$ cat src/rtl/instr_sequencer_if.sv
// Host-side bus of the instruction sequencer: program load, run control and
// the registered instruction stream toward nn.
interface instr_sequencer_if #(
  parameter int unsigned DEPTH  = 16,
  parameter int unsigned ADDR_W = 4,
  parameter int unsigned HOLD_W = 8
);
  logic              prog_we;
  logic [ADDR_W-1:0] prog_addr;
  logic [23:0]       prog_instr;
  logic [HOLD_W-1:0] prog_hold;
  logic [ADDR_W:0]   run_len;
  logic              start;
  logic              stop;
  logic [23:0]       instruction;
  logic              busy;
  logic              done;
  logic [ADDR_W-1:0] pc;

  modport master (
    output prog_we, prog_addr, prog_instr, prog_hold, run_len, start, stop,
    input  instruction, busy, done, pc
  );

  modport slave (
    input  prog_we, prog_addr, prog_instr, prog_hold, run_len, start, stop,
    output instruction, busy, done, pc
  );
endinterface

$ cat src/rtl/instr_sequencer.sv
// Programmable instruction sequencer: replays a preloaded list of
// (instruction, hold) entries onto the nn instruction bus, then idles at zero.
module instr_sequencer #(
  parameter int unsigned DEPTH  = 16,
  parameter int unsigned ADDR_W = 4,
  parameter int unsigned HOLD_W = 8
) (
  input logic            clk,
  input logic            rst,
  instr_sequencer_if.slave bus
);

  typedef enum logic [1:0] {StIdle, StRun, StFinish} state_e;

  logic [23:0]       mem_instr [DEPTH];
  logic [HOLD_W-1:0] mem_hold  [DEPTH];

  state_e            state_q;
  logic [23:0]       instr_q;
  logic              busy_q;
  logic              done_q;
  logic [ADDR_W-1:0] pc_q;
  logic [HOLD_W-1:0] hold_q;
  logic [ADDR_W:0]   len_q;

  logic [ADDR_W:0]   len_sat;
  logic [ADDR_W:0]   pc_next_ext;
  logic [ADDR_W-1:0] pc_next;

  // Saturate the requested length and form the next entry index.
  always_comb begin
    len_sat     = (bus.run_len > (ADDR_W+1)'(DEPTH)) ? (ADDR_W+1)'(DEPTH) : bus.run_len;
    pc_next_ext = {1'b0, pc_q} + (ADDR_W+1)'(1);
    pc_next     = pc_next_ext[ADDR_W-1:0];
  end

  // Program storage; writes are locked out while a run is in progress.
  always_ff @(posedge clk) begin
    if (bus.prog_we && !busy_q) begin
      mem_instr[bus.prog_addr] <= bus.prog_instr;
      mem_hold[bus.prog_addr]  <= bus.prog_hold;
    end
  end

  // Sequencer FSM with registered outputs; stop overrides all run transitions.
  always_ff @(posedge clk) begin
    if (!rst) begin
      state_q <= StIdle;
      instr_q <= '0;
      busy_q  <= 1'b0;
      done_q  <= 1'b0;
      pc_q    <= '0;
      hold_q  <= '0;
      len_q   <= '0;
    end else begin
      done_q <= 1'b0;
      unique case (state_q)
        StIdle: begin
          if (bus.start && !bus.stop) begin
            if (len_sat == '0) begin
              state_q <= StFinish;
              done_q  <= 1'b1;
            end else begin
              state_q <= StRun;
              len_q   <= len_sat;
              pc_q    <= '0;
              hold_q  <= mem_hold[0];
              instr_q <= mem_instr[0];
              busy_q  <= 1'b1;
            end
          end
        end
        StRun: begin
          if (bus.stop) begin
            state_q <= StIdle;
            instr_q <= '0;
            busy_q  <= 1'b0;
            pc_q    <= '0;
            hold_q  <= '0;
          end else if (hold_q != '0) begin
            hold_q <= hold_q - HOLD_W'(1);
          end else if (pc_next_ext < len_q) begin
            pc_q    <= pc_next;
            hold_q  <= mem_hold[pc_next];
            instr_q <= mem_instr[pc_next];
          end else begin
            state_q <= StFinish;
            instr_q <= '0;
            busy_q  <= 1'b0;
            done_q  <= 1'b1;
            pc_q    <= '0;
          end
        end
        StFinish: begin
          state_q <= StIdle;
        end
        default: begin
          state_q <= StIdle;
          instr_q <= '0;
          busy_q  <= 1'b0;
          pc_q    <= '0;
        end
      endcase
    end
  end

  assign bus.instruction = instr_q;
  assign bus.busy        = busy_q;
  assign bus.done        = done_q;
  assign bus.pc          = pc_q;

endmodule

$ cat src/flat_wrapper.sv
// flat-port wrapper written by rule: the top's interface ports become plain ports
module instr_sequencer_flat 
#(
  parameter int unsigned DEPTH  = 16,
  parameter int unsigned ADDR_W = 4,
  parameter int unsigned HOLD_W = 8
)
  (clk, rst, bus_prog_we, bus_prog_addr, bus_prog_instr, bus_prog_hold, bus_run_len, bus_start, bus_stop, bus_instruction, bus_busy, bus_done, bus_pc);
  instr_sequencer_if #(.DEPTH(DEPTH), .ADDR_W(ADDR_W), .HOLD_W(HOLD_W)) bus_i ();
  input logic clk;
  input logic rst;
  input wire logic [$bits(bus_i.prog_we)-1:0] bus_prog_we;
  input wire logic [$bits(bus_i.prog_addr)-1:0] bus_prog_addr;
  input wire logic [$bits(bus_i.prog_instr)-1:0] bus_prog_instr;
  input wire logic [$bits(bus_i.prog_hold)-1:0] bus_prog_hold;
  input wire logic [$bits(bus_i.run_len)-1:0] bus_run_len;
  input wire logic [$bits(bus_i.start)-1:0] bus_start;
  input wire logic [$bits(bus_i.stop)-1:0] bus_stop;
  output wire logic [$bits(bus_i.instruction)-1:0] bus_instruction;
  output wire logic [$bits(bus_i.busy)-1:0] bus_busy;
  output wire logic [$bits(bus_i.done)-1:0] bus_done;
  output wire logic [$bits(bus_i.pc)-1:0] bus_pc;
  assign bus_i.prog_we = bus_prog_we;
  assign bus_i.prog_addr = bus_prog_addr;
  assign bus_i.prog_instr = bus_prog_instr;
  assign bus_i.prog_hold = bus_prog_hold;
  assign bus_i.run_len = bus_run_len;
  assign bus_i.start = bus_start;
  assign bus_i.stop = bus_stop;
  assign bus_instruction = bus_i.instruction;
  assign bus_busy = bus_i.busy;
  assign bus_done = bus_i.done;
  assign bus_pc = bus_i.pc;
  instr_sequencer #(.DEPTH(DEPTH), .ADDR_W(ADDR_W), .HOLD_W(HOLD_W)) u_core (.clk(clk), .rst(rst), .bus(bus_i));
endmodule
$ cat config.mk
export PLATFORM = sky130hd
export DESIGN_NAME = instr_sequencer_flat
export DESIGN_NICKNAME = d
export VERILOG_FILES = /design/src/rtl/instr_sequencer_if.sv /design/src/rtl/instr_sequencer.sv /design/src/flat_wrapper.sv
export SDC_FILE = /design/constraint.sdc
export NUM_CORES = 1
export LEC_CHECK = 0
export CAP_MARGIN = 10
export CORE_UTILIZATION = 39
export CTS_BUF_LIST = sky130_fd_sc_hd__clkbuf_4
export CTS_CLUSTER_SIZE = 25
export DETAILED_ROUTE_END_ITERATION = 8
export GPL_TIMING_DRIVEN = 0
export PLACE_DENSITY = 0.52
export SKIP_LAST_GASP = 1
export SYNTH_ARGS = -nofsm -noshare
export SYNTH_HDL_FRONTEND = slang
export SYNTH_SLANG_ARGS = --single-unit
$ cat constraint.sdc
create_clock -name clk -period 5.8 [get_ports clk]
set_input_delay 1.74 -clock clk [delete_from_list [all_inputs] [get_ports clk]]
set_output_delay 1.74 -clock clk [all_outputs]
set_load 0.02 [all_outputs]
==> results.ini <==
[logic_synthesis]
yosys-top-cells-area=edfxtp_1, mux4_2, dfxtp_1
async_reset_ff_share_pct=0
synth-edff-count=512
synth-seq-area-share_pct=74.61
synth_compound_area_share_pct=2.317
synth_top_family_by_area=multiplexers
yosysUniqueCellTypes=52
synth_fp_nets=1120
synthFlopType=edfxtp_1
synthMuxAreaShare_pct=17.84
synth_warnings=0
synth.avg_cell_area_um2=20.44
synthCells=1067
synth_top_area_share_pct=70.48
synth-xor-area-share_pct=0.2409
synth_simple_gate_area_share_pct=2.948
synth_area_mm2=0.02181
ys_ff_latch=557
yosysTopAreaCell=edfxtp_1
yosys.area_share.adder_pct=0.4015

[floorplan]
rows=86
start_util_pct=39.52
core-area_mm2=0.05520
dieArea_mm2=0.05688
dieWidth_um=238.5
die_y_um=238.5
io_pins=76

[power_and_ir_drop]
p_sw_mw=1.890
powerDensity_mw_per_mm2=320.1
power_frac_seq_pct=53.4
combPwrFrac_pct=4.2
p_int_mw=6.484
total_leakage_power_nw=8.309
power.share.clock_pct=42.4
vdd_ir_drop_max_mv=0.1749
switching_share_pct=22.57

[clock_tree]
post_cts_resized=0
tritoncts=done
clk_pin_slew_ns=0.07
clk_latency_ns=0.97
htreeDepth=4
cts_root_buf=clkbuf_4
post-cts-setup-buffer-count=0
cts_buffers=146
cts_num_sinks=557
cts_hold_buf=0
clockBufferDepth=3

[place]
postPlaceCellArea_mm2=0.02417
place_congestion=0.7865
dp_hpwl_um=35690
place_ws_ns=0.8252
placed_cells=1922
portBuffers=74

[final_layout]
drive_gt1_share_pct=34.14
final_cell_mix=edfxtp_1, clkbuf_4, mux4_2, clkdlybuf4s50_1, nand2_1
syn2layout_area_growth_pct=19.91
final_common_cell=edfxtp_1
fin_nets=1376
fill_cells=4782
post-route-cell-area_mm2=0.02616
fin_cells=2195
fin_util_pct=47.39

[detailed_routing]
first_pass_iters=5
drtIter0Drc=891
antenna_left=0
detail_route.wl_per_cell_um=25.30
dr_total_vias=11450
post-route-drc-count=0
totalWireLength_um=55540
routed_via_density=5.215

[sta]
finClkSkew_ns=0.04492
fmax_mhz=201.6
timing.final.crit_share_pct=85.51
rsz0062_at_grt=no
setup_viol=0
finalMaxSlewViolations=0
setup_slack_ns=0.8403
final_hold_viol_count=0
worst_pin_slew_ns=1.191
maxSlewHeadroom_pct=20.63
fin_crit_ns=4.960

[status]
outcome=completed

[setup_path]
crit_path_top_delay_cell=xor2_1
worst_r2r_endpoint=u_core.bus.instruction[2]
critPathCapture=u_core.bus.instruction[2]
reg2reg_from=u_core.bus.pc[0]
cp-startpoint=u_core.bus.pc[0]
crit_family=compound AO/OA/AOI/OAI gates
cp_slowest_stage_delay_ns=0.83
worstSetupPathType=reg2reg
crit_buf_inv=4
arrival_ns=5.82
critPathMaxFanout=10
reg2reg_depth=12
crit_cells=12
cp-start-kind=flip-flop
crit_chain=buf_2, buf_2, nand3_1, xor2_1, inv_1, ha_1, a21o_1, a21oi_1, nand3_1, a2111o_1, clkbuf_1, o21ai_0
cp-end-kind=flip-flop
ff2ff_setup_slack_ns=0.84
crit_required_ns=6.66

[grt]
grt_pass1_wl_um=80820
grt_max_degree=19
grt_antenna_before_repair=5
grt_pass1_vias=12000
track_usage_pct=20.37
grt_overflow=0

[job]
cap_viol_max_count=0

[min_path]
whs_path_depth=2
hp-class=reg2reg

==> flip-flops by register name, summed over array words and instances (netlist names) <==
signal / flops
u_core.bus.instruction: 24
u_core.mem_hold: 128
u_core.bus.pc: 4
u_core.mem_instr: 384
u_core.bus.done: 1
u_core.state_q: 2
u_core.len_q: 5
u_core.hold_q: 8
u_core.bus.busy: 1
==> worst reg2reg max path: stages (launching register included) <==
cell	delay, ns
dfxtp_1	0.35
buf_2	0.23
buf_2	0.44
nand3_1	0.16
xor2_1	0.83
inv_1	0.30
ha_1	0.41
a21o_1	0.20
a21oi_1	0.30
nand3_1	0.24
a2111o_1	0.69
clkbuf_1	0.43
o21ai_0	0.26
==> synth_stat cells, types with 9 or more instances <==
cell type    n
a21oi_1     20
mux4_2     155
o21ai_0     24
inv_1       36
mux2i_1     12
nand2b_1    11
nand2_1     62
nor2_1      26
edfxtp_1   512
clkbuf_1    29
mux2_2      25
nor3_1       9
buf_1       14
dfxtp_1     45
==> layer usage <==
| metal | global-route usage, % | routed length, um | share of wire [%] |
|---|---|---|---|
| met3 | 5.404 | 3045 | 5.5 |
| met1 | 27.36 | 24530 | 44 |
| met5 | 0 | 22 | 0.040 |
| met4 | 7.090 | 987 | 1.8 |
| met2 | 32.16 | 26960 | 49 |
==> power groups by stage <==
stage	Combinational [mW]	Sequential, mW	Clock, mW
finish	0.353	4.47	3.55
global route	0.383	4.48	3.86
CTS	0.359	4.47	3.65
detailed placement	0.358	4.56	0
global placement	0.332	4.56	0
floorplan	0.148	4.57	0
==> kinds of logic (layout without fill, tap and decap cells) <==
group	Yosys count	after routing
xor+xnor	6	6
mux	192	192
other cells	0	3
compound gates	78	78
flops	557	557
buf+inv	89	466
fa+ha+maj	7	7
simple gates	138	138
==> metrics by stage <==
stage | hold slack [ns] | setup TNS, ns | total power, mW
after floorplan | 0.4461 | 0 | 4.716
after global placement | 0.4571 | -547.03 | 4.897
after detailed placement | 0.4644 | 0 | 4.918
after CTS | 0.4745 | 0 | 8.479
after global routing | 0.4915 | 0 | 8.722
final | 0.4746 | 0 | 8.373
==> layout make-up <==
| class | count | area [um^2] | share of cell area [%] |
|---|---|---|---|
| buffer | 52 | 219.0 | 0.8371 |
| inverter | 37 | 138.9 | 0.5309 |
| multi-input combinational | 421 | 5291 | 20.23 |
| clock buffer | 230 | 1727 | 6.601 |
| antenna | 3 | 7.507 | 0.02870 |
| sequential | 557 | 16280 | 62.22 |
| timing repair buffer | 108 | 1326 | 5.070 |
| clock inverter | 39 | 236.5 | 0.9040 |
| tap | 748 | 935.9 | 3.578 |
==> how the worst min path moves through the flow <==
stage                         start               to  slack (ns)
CTS                 u_core.len_q[1]  u_core.len_q[1]        0.47
detailed placement  u_core.len_q[1]  u_core.len_q[1]        0.46
floorplan           u_core.len_q[1]  u_core.len_q[1]        0.45
finish              u_core.len_q[1]  u_core.len_q[1]        0.47
global route        u_core.len_q[2]  u_core.len_q[2]        0.49
global placement    u_core.len_q[2]  u_core.len_q[2]        0.46
No activity file was read; power rests on OpenSTA's default activity.
